File: src/rtl/parity_frame_checker_pkg.sv
// Shared types for the parity frame checker: FSM state codes, tracker
// state encoding and the single-bit tracker step function.
// Optional feature macro used elsewhere in this slice: PFC_ERR_COUNT_EN.
package pfc_pkg;

    typedef logic [1:0] pfc_state_t;

    localparam pfc_state_t ST_IDLE  = 2'b00;
    localparam pfc_state_t ST_SHIFT = 2'b01;
    localparam pfc_state_t ST_DONE  = 2'b10;

    // Tracker state is {odd0, odd1}; all-clear means both counts are even.
    typedef logic [1:0] trk_state_t;

    localparam trk_state_t TRK_EVEN_EVEN = 2'b00;

    // Advance the tracker by one serial bit: a 1 flips odd1, a 0 flips odd0.
    function automatic trk_state_t trk_step(input trk_state_t s, input logic b);
        trk_state_t n;
        n = s;
        if (b) begin
            n[0] = ~s[0];
        end else begin
            n[1] = ~s[1];
        end
        return n;
    endfunction

endpackage

File: src/rtl/parity_frame_checker_tracker.sv
// Serial even/odd-count tracker: one registered bit of parity for the
// zeros seen and one for the ones seen. clr wins over en.
// Optional feature macro of this slice (not used here): PFC_ERR_COUNT_EN.
module parity_tracker
    import pfc_pkg::*;
(
    input  logic clk,
    input  logic reset,
    input  logic clr,
    input  logic en,
    input  logic bit_in,
    output logic even_0s,
    output logic even_1s
);

    trk_state_t state;

    // Parity state: clear to even/even, otherwise fold in one bit when enabled.
    always_ff @(posedge clk or posedge reset) begin
        if (reset) begin
            state <= TRK_EVEN_EVEN;
        end else if (clr) begin
            state <= TRK_EVEN_EVEN;
        end else if (en) begin
            state <= trk_step(state, bit_in);
        end
    end

    assign even_0s = ~state[1];
    assign even_1s = ~state[0];

endmodule

File: config.mk
export PLATFORM = sky130hd
export DESIGN_NAME = parity_tracker
export DESIGN_NICKNAME = d
export VERILOG_FILES = /design/src/rtl/parity_frame_checker_pkg.sv /design/src/rtl/parity_frame_checker_tracker.sv
export SDC_FILE = /design/constraint.sdc
export NUM_CORES = 1
export LEC_CHECK = 0
export ABC_AREA = 1
export BUFFER_PORTS_ARGS = -buffer_cell sky130_fd_sc_hd__buf_2
export CAP_MARGIN = 20
export CORE_AREA = 4 4 41 43
export CTS_CLUSTER_DIAMETER = 100
export DETAILED_ROUTE_END_ITERATION = 6
export DIE_AREA = 0 0 45 47
export PLACE_DENSITY_LB_ADDON = 0.1
export SLEW_MARGIN = 20
export SYNTH_ARGS = -nofsm -noshare
export SYNTH_HDL_FRONTEND = slang
export SYNTH_SLANG_ARGS = --single-unit
export TNS_END_PERCENT = 50
File: constraint.sdc
create_clock -name clk -period 0.8 [get_ports clk]
set_input_delay 0.12 -clock clk [delete_from_list [all_inputs] [get_ports clk]]
set_output_delay 0.12 -clock clk [all_outputs]
set_load 0.02 [all_outputs]
# Word-level counts from Yosys, hierarchy flattened
# Index checks and enable logic that the tools add are counted.
# classes
n_bitwise	2
eq_ne	1
mux	4
n_reduce_logical	4
# ops
operator	count
two-way mux 2 bit	2
AND reduction 2 bit	2
nonzero test 2 bit	2
two-way mux 1 bit	2
inequality test 2 bit (second input constant)	1
NOT 1 bit	2
# word_totals
ff_bits	2
word_cells	13
out_inout_bits	2

# Longest topological paths before layout
# Gate-level depths: netlist of the first run.
# logic_depth
word_depth	4
ltp_mapped	4

# Worst setup path before layout of the first run
# OpenSTA, ideal clock, no wires.
# synth_path
path_kind	reg-to-reg
start	register state[1]
end	register state[1]
path_slack_ns	0.147
period_less_slack_ns	0.653
path_stages_with_launch	3
required_time_ns	0.681
arrival_ns	0.534
path_cell_list	dfrtp_1 a21oi_1 nor2_1
# synth_between
elab_chain_len	4
# synth_lines
item	line	text
start, declared	parity_frame_checker_tracker.sv:16	trk_state_t state;
start signal, assigned	parity_frame_checker_tracker.sv:25	state <= trk_step(state, bit_in);
NOT 1 bit	parity_frame_checker_pkg.sv:24	n[1] = ~s[1];
two-way mux 1 bit	parity_frame_checker_pkg.sv:21	if (b) begin
two-way mux 2 bit	parity_frame_checker_tracker.sv:24	end else if (en) begin
two-way mux 2 bit	parity_frame_checker_tracker.sv:22	end else if (clr) begin
# No other way between the ends. The select of a mux whose other input is x is not followed.
# A chain may end at the register's enable or synchronous reset.

# Worst setup path in the final report of the first run
# layout_path
start	register state[1]
end	output port even_0s
# layout_between
elab_chain_len	1
# layout_lines
item	line	text
NOT 1 bit	parity_frame_checker_tracker.sv:29	assign even_0s = ~state[1];
end, declared	parity_frame_checker_tracker.sv:12	output logic even_0s,
# No other way between the ends.

==> results of run 1 <==
==> tightest hold or removal path: stages <==
cell and delay [ns]:
buf_2 0.08, inv_1 0.04, nand2_1 0.06, nor2_1 0.04
==> metrics by stage <==
step / setup WS [ns] / instances
final: -0.08391 / 42
after global routing: -0.1180 / 42
after CTS: -0.1033 / 42
after detailed placement: 0.07717 / 36
after global placement: 0.08214 / 36
after floorplan: 0.1473 / 15
==> path summary, 6_finish.rpt <==
check,from,slack [ns],end,cells past startpoint
worst max-delay path,state[1],-0.08,even_0s,2
worst min-delay path,clr,0.16,state[0],4
worst max register to register,state[1],0.02,state[1],4
worst min register to register,state[0],0.61,state[0],3
max in group asynchronous,reset,0.41,state[1],3
min in group asynchronous,reset,0.29,state[0],3
==> what timing repair did <==
| action | in CTS | in global routing |
|---|---|---|
| hold buffers | 1 | 0 |
| endpoints found under the setup margin | 2 | 4 |
| gates resized for setup | 4 | 1 |
| hold endpoints to repair | 2 | 0 |
| setup buffers | 2 | 0 |
==> layer usage <==
metal	up-vias	track usage (%)
met5	-	0
met4	0	7.018
li1	68	-
met1	48	3.182
met2	5	3.390
met3	0	1.149
==> report_power, final <==
part	total, mW	switching, mW	internal, mW
Combinational	0.0787	0.0378	0.0409
Sequential	0.112	0.00332	0.109
Clock	0.217	0.0519	0.165
Total	0.408	0.0930	0.315
==> final cells by class <==
cell class / count / area share, %
Multi-Input combinational cell: 8 / 19.77
Tap cell: 15 / 8.475
Clock buffer: 3 / 10.17
Inverter: 5 / 8.475
Timing Repair Buffer: 9 / 30.51
Sequential cell: 2 / 22.60
==> logic make-up (layout without fill, tap and decap cells) <==
family | Yosys count | count (layout) | synth area share [%]
AND/OR/NAND/NOR | 6 | 6 | 27.59
flip-flops | 2 | 2 | 45.98
AO/OA/AOI/OAI | 2 | 2 | 9.196
buffers and inverters | 5 | 17 | 17.23
==> cells in the final DEF, fill, tap and decap left out <==
cell	n
a21oi_1	1
a21oi_2	1
buf_2	4
buf_4	2
buf_6	2
clkbuf_4	3
dfrtp_1	2
dlygate4sd3_1	1
inv_1	4
inv_2	1
nand2_1	2
nand3_1	1
nand3_2	1
nor2_1	2
==> key figures, run 1 <==
Cells and area
  • Share of cells above drive strength 1: 51.85%
  • Register area: 50.05 um^2
  • Largest Register: state
  • Fin nets: 34
  • Syn-to-layout area delta: 103.4%
  • Antenna diodes: 0
  • Final Core Density: 17.02%
  • Final instance area: 221.5 um^2
  • Max FFs per register: 2
  • Filler cell count: 166
  • Multi-input logic area: 43.79 um^2
  • Largest regs: state: 2 flops

Timing
  • Setup repair after global routing missed its margin: yes
  • Fin crit share: 110.5%
  • Clock skew: 0 ns
  • FMAX: 1131 MHz
  • Fin crit period: 0.8839 ns
  • Final Worst Setup Slack: -0.08391 ns
  • Final Hold Fails: 0
  • Final Setup Violations: 2
  • Measured slew at the worst slew-check pin: 0.09705 ns
  • Max-slew violations: 0
  • Hold Slack: 0.1575 ns
  • Setup TNS: -0.1631 ns
  • Worst slew margin: 93.51%

Job
  • Max-cap violations: 0

Place
  • Dpl hpwl: 222.8 um
  • Port Buffers: 6
  • GPL Wtd Cong: 0.5903
  • Area after DPL: 157.7 um^2

Drt
  • Wire length on met3: 37 um
  • Pre-antenna DRT Iters: 1
  • ANT nets after route: 0
  • DR vias: 121
  • Routed len/inst: 6.810 um
  • Routed met2 length: 129 um
  • Drt total wl: 286 um
  • Iteration-0 DRC Markers: 0
  • Vias/cell: 2.881
  • Residual DRC: 0
  • Top routing layer used: met3
  • DRT met1 WL: 119 um

Global routing
  • First-pass GRT wire length: 407 um
  • Remaining global-route overflow: 0
  • Initial antenna violation count: 0
  • Vias in the first global route: 125
  • Largest net degree at the start of global routing: 5
  • Total Routing Usage GR: 3.239%

CTS
  • CTS root buffer: clkbuf_4
  • CTS Sinks: 2
  • CTS tree: done
  • Clk pin slew, worst setup/hold paths: 0.03 ns
  • Clock buffer depth: 2
  • H-tree levels: 1
  • CTS Buf Count: 3
  • Clk Latency, worst-skew pair: 0.22 ns

Yosys
  • EDFF count, synth: 0
  • Synth top area share: 45.98%
  • YS warnings: 0
  • Top post-synthesis cells by area: dfrtp_1, inv_1, a21oi_1
  • Cells after Synth: 15
  • FF+latch count, synth: 2
  • Post-synthesis async set-or-reset flop share: 100.0%
  • Synth cell count leaders: inv_1, a21oi_1, dfrtp_1, nand2_1, nor2_1
  • Post-synth top area cell: dfrtp_1
  • Post-synth cell types: 8
  • Top-count cell post-synth: inv_1
  • Post-synthesis sequential area ratio: 45.98%
  • Synth Area per Inst: 7.257 um^2
  • Leading register cell type out of synthesis: dfrtp_1
  • Post-Syn Area: 108.9 um^2
  • Syn Nets: 20

Setup path
  • CP required: 0.68 ns
  • Worst EP arrival: 0.76 ns
  • Crit Path Category: reg2out
  • Setup crit start kind: flop
  • CP max stage cell: dfrtp_1
  • Family with the most delay on the worst path: flip-flops
  • Worst Path Max Fanout: 2
  • Cell Chain, Critical Path: inv_1 > buf_6
  • Crit end category: output port
  • Buffers plus inverters on the worst setup path: 2
  • CP peak stage delay: 0.37 ns

Power and ir drop
  • Maximum VDD drop: 0.4243 mV
  • Power Density: 1841 nW/um^2
  • Tot Pwr: 0.4077 mW
  • Leakage: 0.1175 nW

Die
  • Core box area: 1301 um^2
  • Ports: 7
  • Die X: 45 um
  • Die area: 2115 um^2
  • # rows: 13
  • Die H: 47 um
  • Initial core utilization: 8.365%

Run status
  • Failing checks: setup timing
  • Outcome: finished with violations

Hold path
  • Hold Crit Class: in2reg
Note: power is estimated with default switching activity, not from simulation.
==> inputs of run 2 (changes only) <==
Clock period 0.8 ns to 1 ns, I/O delays scaled along.
==> key figures, run 2 (synthesis gave the netlist of run 1 again) <==
Power and ir drop
  • Maximum VDD drop: 0.3404 mV
  • Clock power share: 55.9%
  • NetSw: 0.07057 mW
  • Power share of the sequential group: 29.6%
  • Tot Pwr: 0.3101 mW
  • Power Density: 1609 nW/um^2
  • Leakage: 0.1019 nW
  • Sw frac: 22.76%
  • Combinational group share of total power: 14.5%
  • Internal Power: 0.2395 mW

Place
  • Placed cell count: 36
  • Place WS: 0.2472 ns
  • Port Buffers: 6
  • Area after DPL: 157.7 um^2
  • Dpl hpwl: 222.8 um
  • GPL Wtd Cong: 0.5903

Cells and area
  • Antenna diodes: 0
  • Register area: 50.05 um^2
  • Multi-input logic area: 40.04 um^2
  • Final instance area: 192.7 um^2
  • Fin nets: 32
  • Largest regs: state: 2 flops
  • Largest Register: state
  • Most common cell after layout, fill and taps aside: buf_2
  • Max FFs per register: 2
  • Syn-to-layout area delta: 77.01%
  • Filler cell count: 162
  • Share of cells above drive strength 1: 44.00%
  • Layout Cells excl Fill: 40
  • Commonest non-fill, non-tap cells in the layout: buf_2, inv_1, clkbuf_4

Setup path
  • Crit end category: output port
  • Critical R2R Capture: state[1]
  • Setup crit start kind: flop
  • Worst Path Max Fanout: 3
  • CP required: 0.85 ns
  • Reg2Reg Depth: 2
  • R2r startpoint: state[1]
  • Worst EP arrival: 0.81 ns
  • R2R setup slack: 0.31 ns
  • Crit Path Category: reg2out

Die
  • Die X: 45 um
  • Ports: 7
  • Core box area: 1301 um^2
  • Die area: 2115 um^2
  • Die H: 47 um
  • Initial core utilization: 8.365%
  • # rows: 13

CTS
  • CTS tree: done
  • Clock buffer depth: 2
  • Post-CTS setup buffers: 0
  • H-tree levels: 1
  • Clk Latency, worst-skew pair: 0.22 ns
  • CTS Sinks: 2
  • CTS Buf Count: 3
  • CTS root buffer: clkbuf_4
  • Clk pin slew, worst setup/hold paths: 0.03 ns

Timing
  • Final Setup Violations: 0
  • Final Hold Fails: 0
  • Final Worst Setup Slack: 0.04270 ns
  • Fin crit period: 0.9573 ns
  • Worst slew margin: 91.73%
  • Setup TNS: 0 ns
  • Clock skew: 0 ns
  • FMAX: 1045 MHz
  • Fin crit share: 95.73%
  • Max-slew violations: 0
  • Setup repair after global routing missed its margin: no
  • Measured slew at the worst slew-check pin: 0.1241 ns

Hold path
  • Hold Path Depth: 4
  • Hold worst-path end: state[0]
  • Hold Crit Start: clr
  • Hold Crit Class: in2reg

Drt
  • ANT nets after route: 0
  • Vias/cell: 2.800
  • Routed len/inst: 6.775 um
  • Iteration-0 DRC Markers: 0
  • DR vias: 112
  • Pre-antenna DRT Iters: 1
  • Residual DRC: 0
  • Drt total wl: 271 um

Global routing
  • Total Routing Usage GR: 3.239%
  • Vias in the first global route: 123
  • Initial antenna violation count: 0
  • Remaining global-route overflow: 0
  • First-pass GRT wire length: 407 um
  • Largest net degree at the start of global routing: 5

Run status
  • Outcome: complete, no violations

Job
  • Max-cap violations: 0
==> run 2: cell types whose count changed in the layout (fill, tap and decap cells not counted) <==
cell | previous run | this run
buf_4 | 2 | 1
buf_2 | 4 | 5
a21oi_2 | 1 | 0
a21oi_1 | 1 | 2
buf_6 | 2 | 0
==> run 2: layout make-up <==
| class | count | share of cell area, % |
|---|---|---|
| tap | 15 | 9.740 |
| timing repair buffer | 7 | 22.08 |
| clock buffer | 3 | 11.69 |
| inverter | 5 | 9.740 |
| sequential | 2 | 25.97 |
| multi-input combinational | 8 | 20.78 |
==> run 2: what timing repair did <==
item	CTS	global route
hold buffers	1	0
gates resized for setup	0	1
hold endpoints to repair	2	0
endpoints found under the setup margin	0	1
==> run 2: worst max-delay path: stages (launching register included) <==
cell	delay (ns)
dfrtp_1	0.39
inv_1	0.06
buf_4	0.13
==> run 2: worst max-delay path by stage <==
stage,slack [ns],to,cells past startpoint,from
floorplan,0.32,even_0s,1,state[1]
global placement,0.25,even_0s,2,state[1]
detailed placement,0.25,even_0s,2,state[1]
CTS,0.006,even_0s,2,state[1]
global route,0.0008,even_1s,2,state[0]
finish,0.04,even_0s,2,state[1]
==> run 2: power by group through the flow <==
stage	Sequential, mW	Clock [mW]	Combinational, mW
after floorplan	0.0915	0	0.0228
after global placement	0.0928	0	0.0409
after CTS	0.0918	0.187	0.0445
after global routing	0.0929	0.185	0.0504
after detailed placement	0.0926	0	0.0415
final	0.0918	0.173	0.0448
==> run 2: per-layer routing <==
metal | global-route usage (%) | wire length, um | share of wire (%) | up-vias
li1 | - | - | - | 64
met4 | 7.018 | 0 | 0 | 0
met3 | 1.149 | 37 | 14 | 0
met2 | 3.390 | 115 | 42 | 5
met1 | 3.182 | 118 | 44 | 43
met5 | 0 | 0 | 0 | -
==> run 2: per-stage QoR <==
| step | util [%] | hold WS, ns |
|---|---|---|
| after floorplan | - | -0.1088 |
| after global placement | 12.12 | 0.0005031 |
| after detailed placement | 12.12 | 0.001091 |
| after CTS | 14.62 | 0.1801 |
| after global routing | 14.81 | 0.2129 |
| final | 14.81 | 0.1856 |
==> inputs of run 3 (changes only) <==
Settings changed: CTS_BUF_LIST set to sky130_fd_sc_hd__clkbuf_16.
==> key figures, run 3 (synthesis gave the netlist of run 1 again) <==
Global routing
  • Largest net degree at the start of global routing: 5
  • First-pass GRT wire length: 434 um
  • Vias in the first global route: 123
  • Total Routing Usage GR: 3.397%
  • Initial antenna violation count: 0
  • Remaining global-route overflow: 0

Cells and area
  • Filler cell count: 156
  • Antenna diodes: 0
  • Syn-to-layout area delta: 125.3%
  • Multi-input logic area: 40.04 um^2
  • Largest Register: state
  • Share of cells above drive strength 1: 44.00%
  • Fin nets: 32
  • Final instance area: 245.2 um^2
  • Final Core Density: 18.85%
  • Max FFs per register: 2
  • Largest regs: state: 2 flops
  • Register area: 50.05 um^2
  • Commonest non-fill, non-tap cells in the layout: buf_2, inv_1, clkbuf_16
  • Most common cell after layout, fill and taps aside: buf_2

Die
  • Core box area: 1301 um^2
  • # rows: 13
  • Initial core utilization: 8.365%
  • Ports: 7
  • Die H: 47 um
  • Die area: 2115 um^2
  • Die X: 45 um

Place
  • Place WS: 0.2472 ns
  • Dpl hpwl: 222.8 um
  • Area after DPL: 157.7 um^2
  • GPL Wtd Cong: 0.5903
  • Port Buffers: 6

Drt
  • Vias/cell: 2.800
  • Iteration-0 DRC Markers: 0
  • Residual DRC: 0
  • Pre-antenna DRT Iters: 1
  • DR vias: 112
  • ANT nets after route: 0
  • Drt total wl: 284 um
  • Routed len/inst: 7.100 um

Timing
  • Final Setup Violations: 0
  • Final Worst Setup Slack: 0.04387 ns
  • Setup TNS: 0 ns
  • Fin crit period: 0.9561 ns
  • Fin crit share: 95.61%
  • Clock skew: 0 ns
  • Worst slew margin: 91.73%
  • Max-slew violations: 0
  • Measured slew at the worst slew-check pin: 0.1241 ns
  • Setup repair after global routing missed its margin: no
  • Final Hold Fails: 0
  • FMAX: 1046 MHz

CTS
  • H-tree levels: 1
  • Post-CTS setup buffers: 0
  • Clock buffer depth: 2
  • CTS Sinks: 2
  • Clk Latency, worst-skew pair: 0.22 ns
  • CTS root buffer: clkbuf_16
  • CTS tree: done
  • CTS Buf Count: 3
  • Clk pin slew, worst setup/hold paths: 0.03 ns

Setup path
  • CP required: 0.85 ns
  • R2r startpoint: state[1]
  • Worst Path Max Fanout: 3
  • Cell Chain, Critical Path: inv_1 > buf_4
  • Crit end category: output port
  • Critical R2R Capture: state[1]
  • CP peak stage delay: 0.39 ns
  • Worst EP arrival: 0.81 ns
  • Setup crit start kind: flop
  • CP max stage cell: dfrtp_1
  • Reg2Reg Depth: 2
  • R2R setup slack: 0.31 ns
  • Crit Path Category: reg2out

Hold path
  • Hold Crit Start: clr
  • Hold Path Depth: 4
  • Hold worst-path end: state[1]
  • Hold Crit Class: in2reg

Power and ir drop
  • Maximum VDD drop: 1.029 mV
  • Power Density: 2989 nW/um^2
  • Leakage: 0.1251 nW

Job
  • Max-cap violations: 0

Run status
  • Outcome: complete, no violations
-- run 3: changes by cell type in the layout (fill, tap and decap cells not counted) --
cell,delta
clkbuf_4,-3
clkbuf_16,+3
-- run 3: power breakdown --
group          switching [mW]  leakage [nW]  internal [mW]
Combinational          0.0244        0.0617         0.0204
Clock                  0.0880        0.0370          0.508
Sequential            0.00470        0.0264         0.0871
Total                   0.117         0.125          0.616
-- run 3: layout make-up --
type	count	area share (%)
tap	15	7.653
sequential	2	20.41
inverter	5	7.653
timing repair buffer	7	17.35
clock buffer	3	30.61
multi-input combinational	8	16.33
-- run 3: stage by stage --
step | instances | total power [mW] | hold slack (ns)
after floorplan | 15 | 0.1143 | -0.1088
after detailed placement | 36 | 0.1341 | 0.001091
final | 40 | 0.7331 | 0.1876
after global routing | 40 | 0.7555 | 0.2199
after CTS | 40 | 0.7429 | 0.1900
after global placement | 36 | 0.1337 | 0.0005031
-- run 3: worst max-delay path, delay by kind of cell, from the launching register on --
kind / cells / cell delay [ns]
flops: 1 / 0.39
buf+inv: 2 / 0.19
-- run 3: routing by layer --
metal  track usage, %  vias to the layer above  part of all wire, %
met4            5.263                        0                    0
met3            2.299                        0                   13
li1                 -                       64                    -
met1            3.636                       43                   48
met5                0                        -                    0
met2            3.390                        5                   38
-- run 3: repair_timing --
item / 4_1_cts / 5_1_grt
resized for setup: 0 / 1
hold endpoints to repair: 2 / 0
hold buffers: 1 / 0
setup endpoints to repair: 0 / 1
-- run 3: worst max-delay path by stage --
stage	startpoint	endpoint	slack, ns	depth (start not counted)
after floorplan	state[1]	even_0s	0.32	1
after global placement	state[1]	even_0s	0.25	2
after detailed placement	state[1]	even_0s	0.25	2
after CTS	state[1]	even_0s	0.02	2
after global routing	state[0]	even_1s	0.008	2
final	state[1]	even_0s	0.04	2
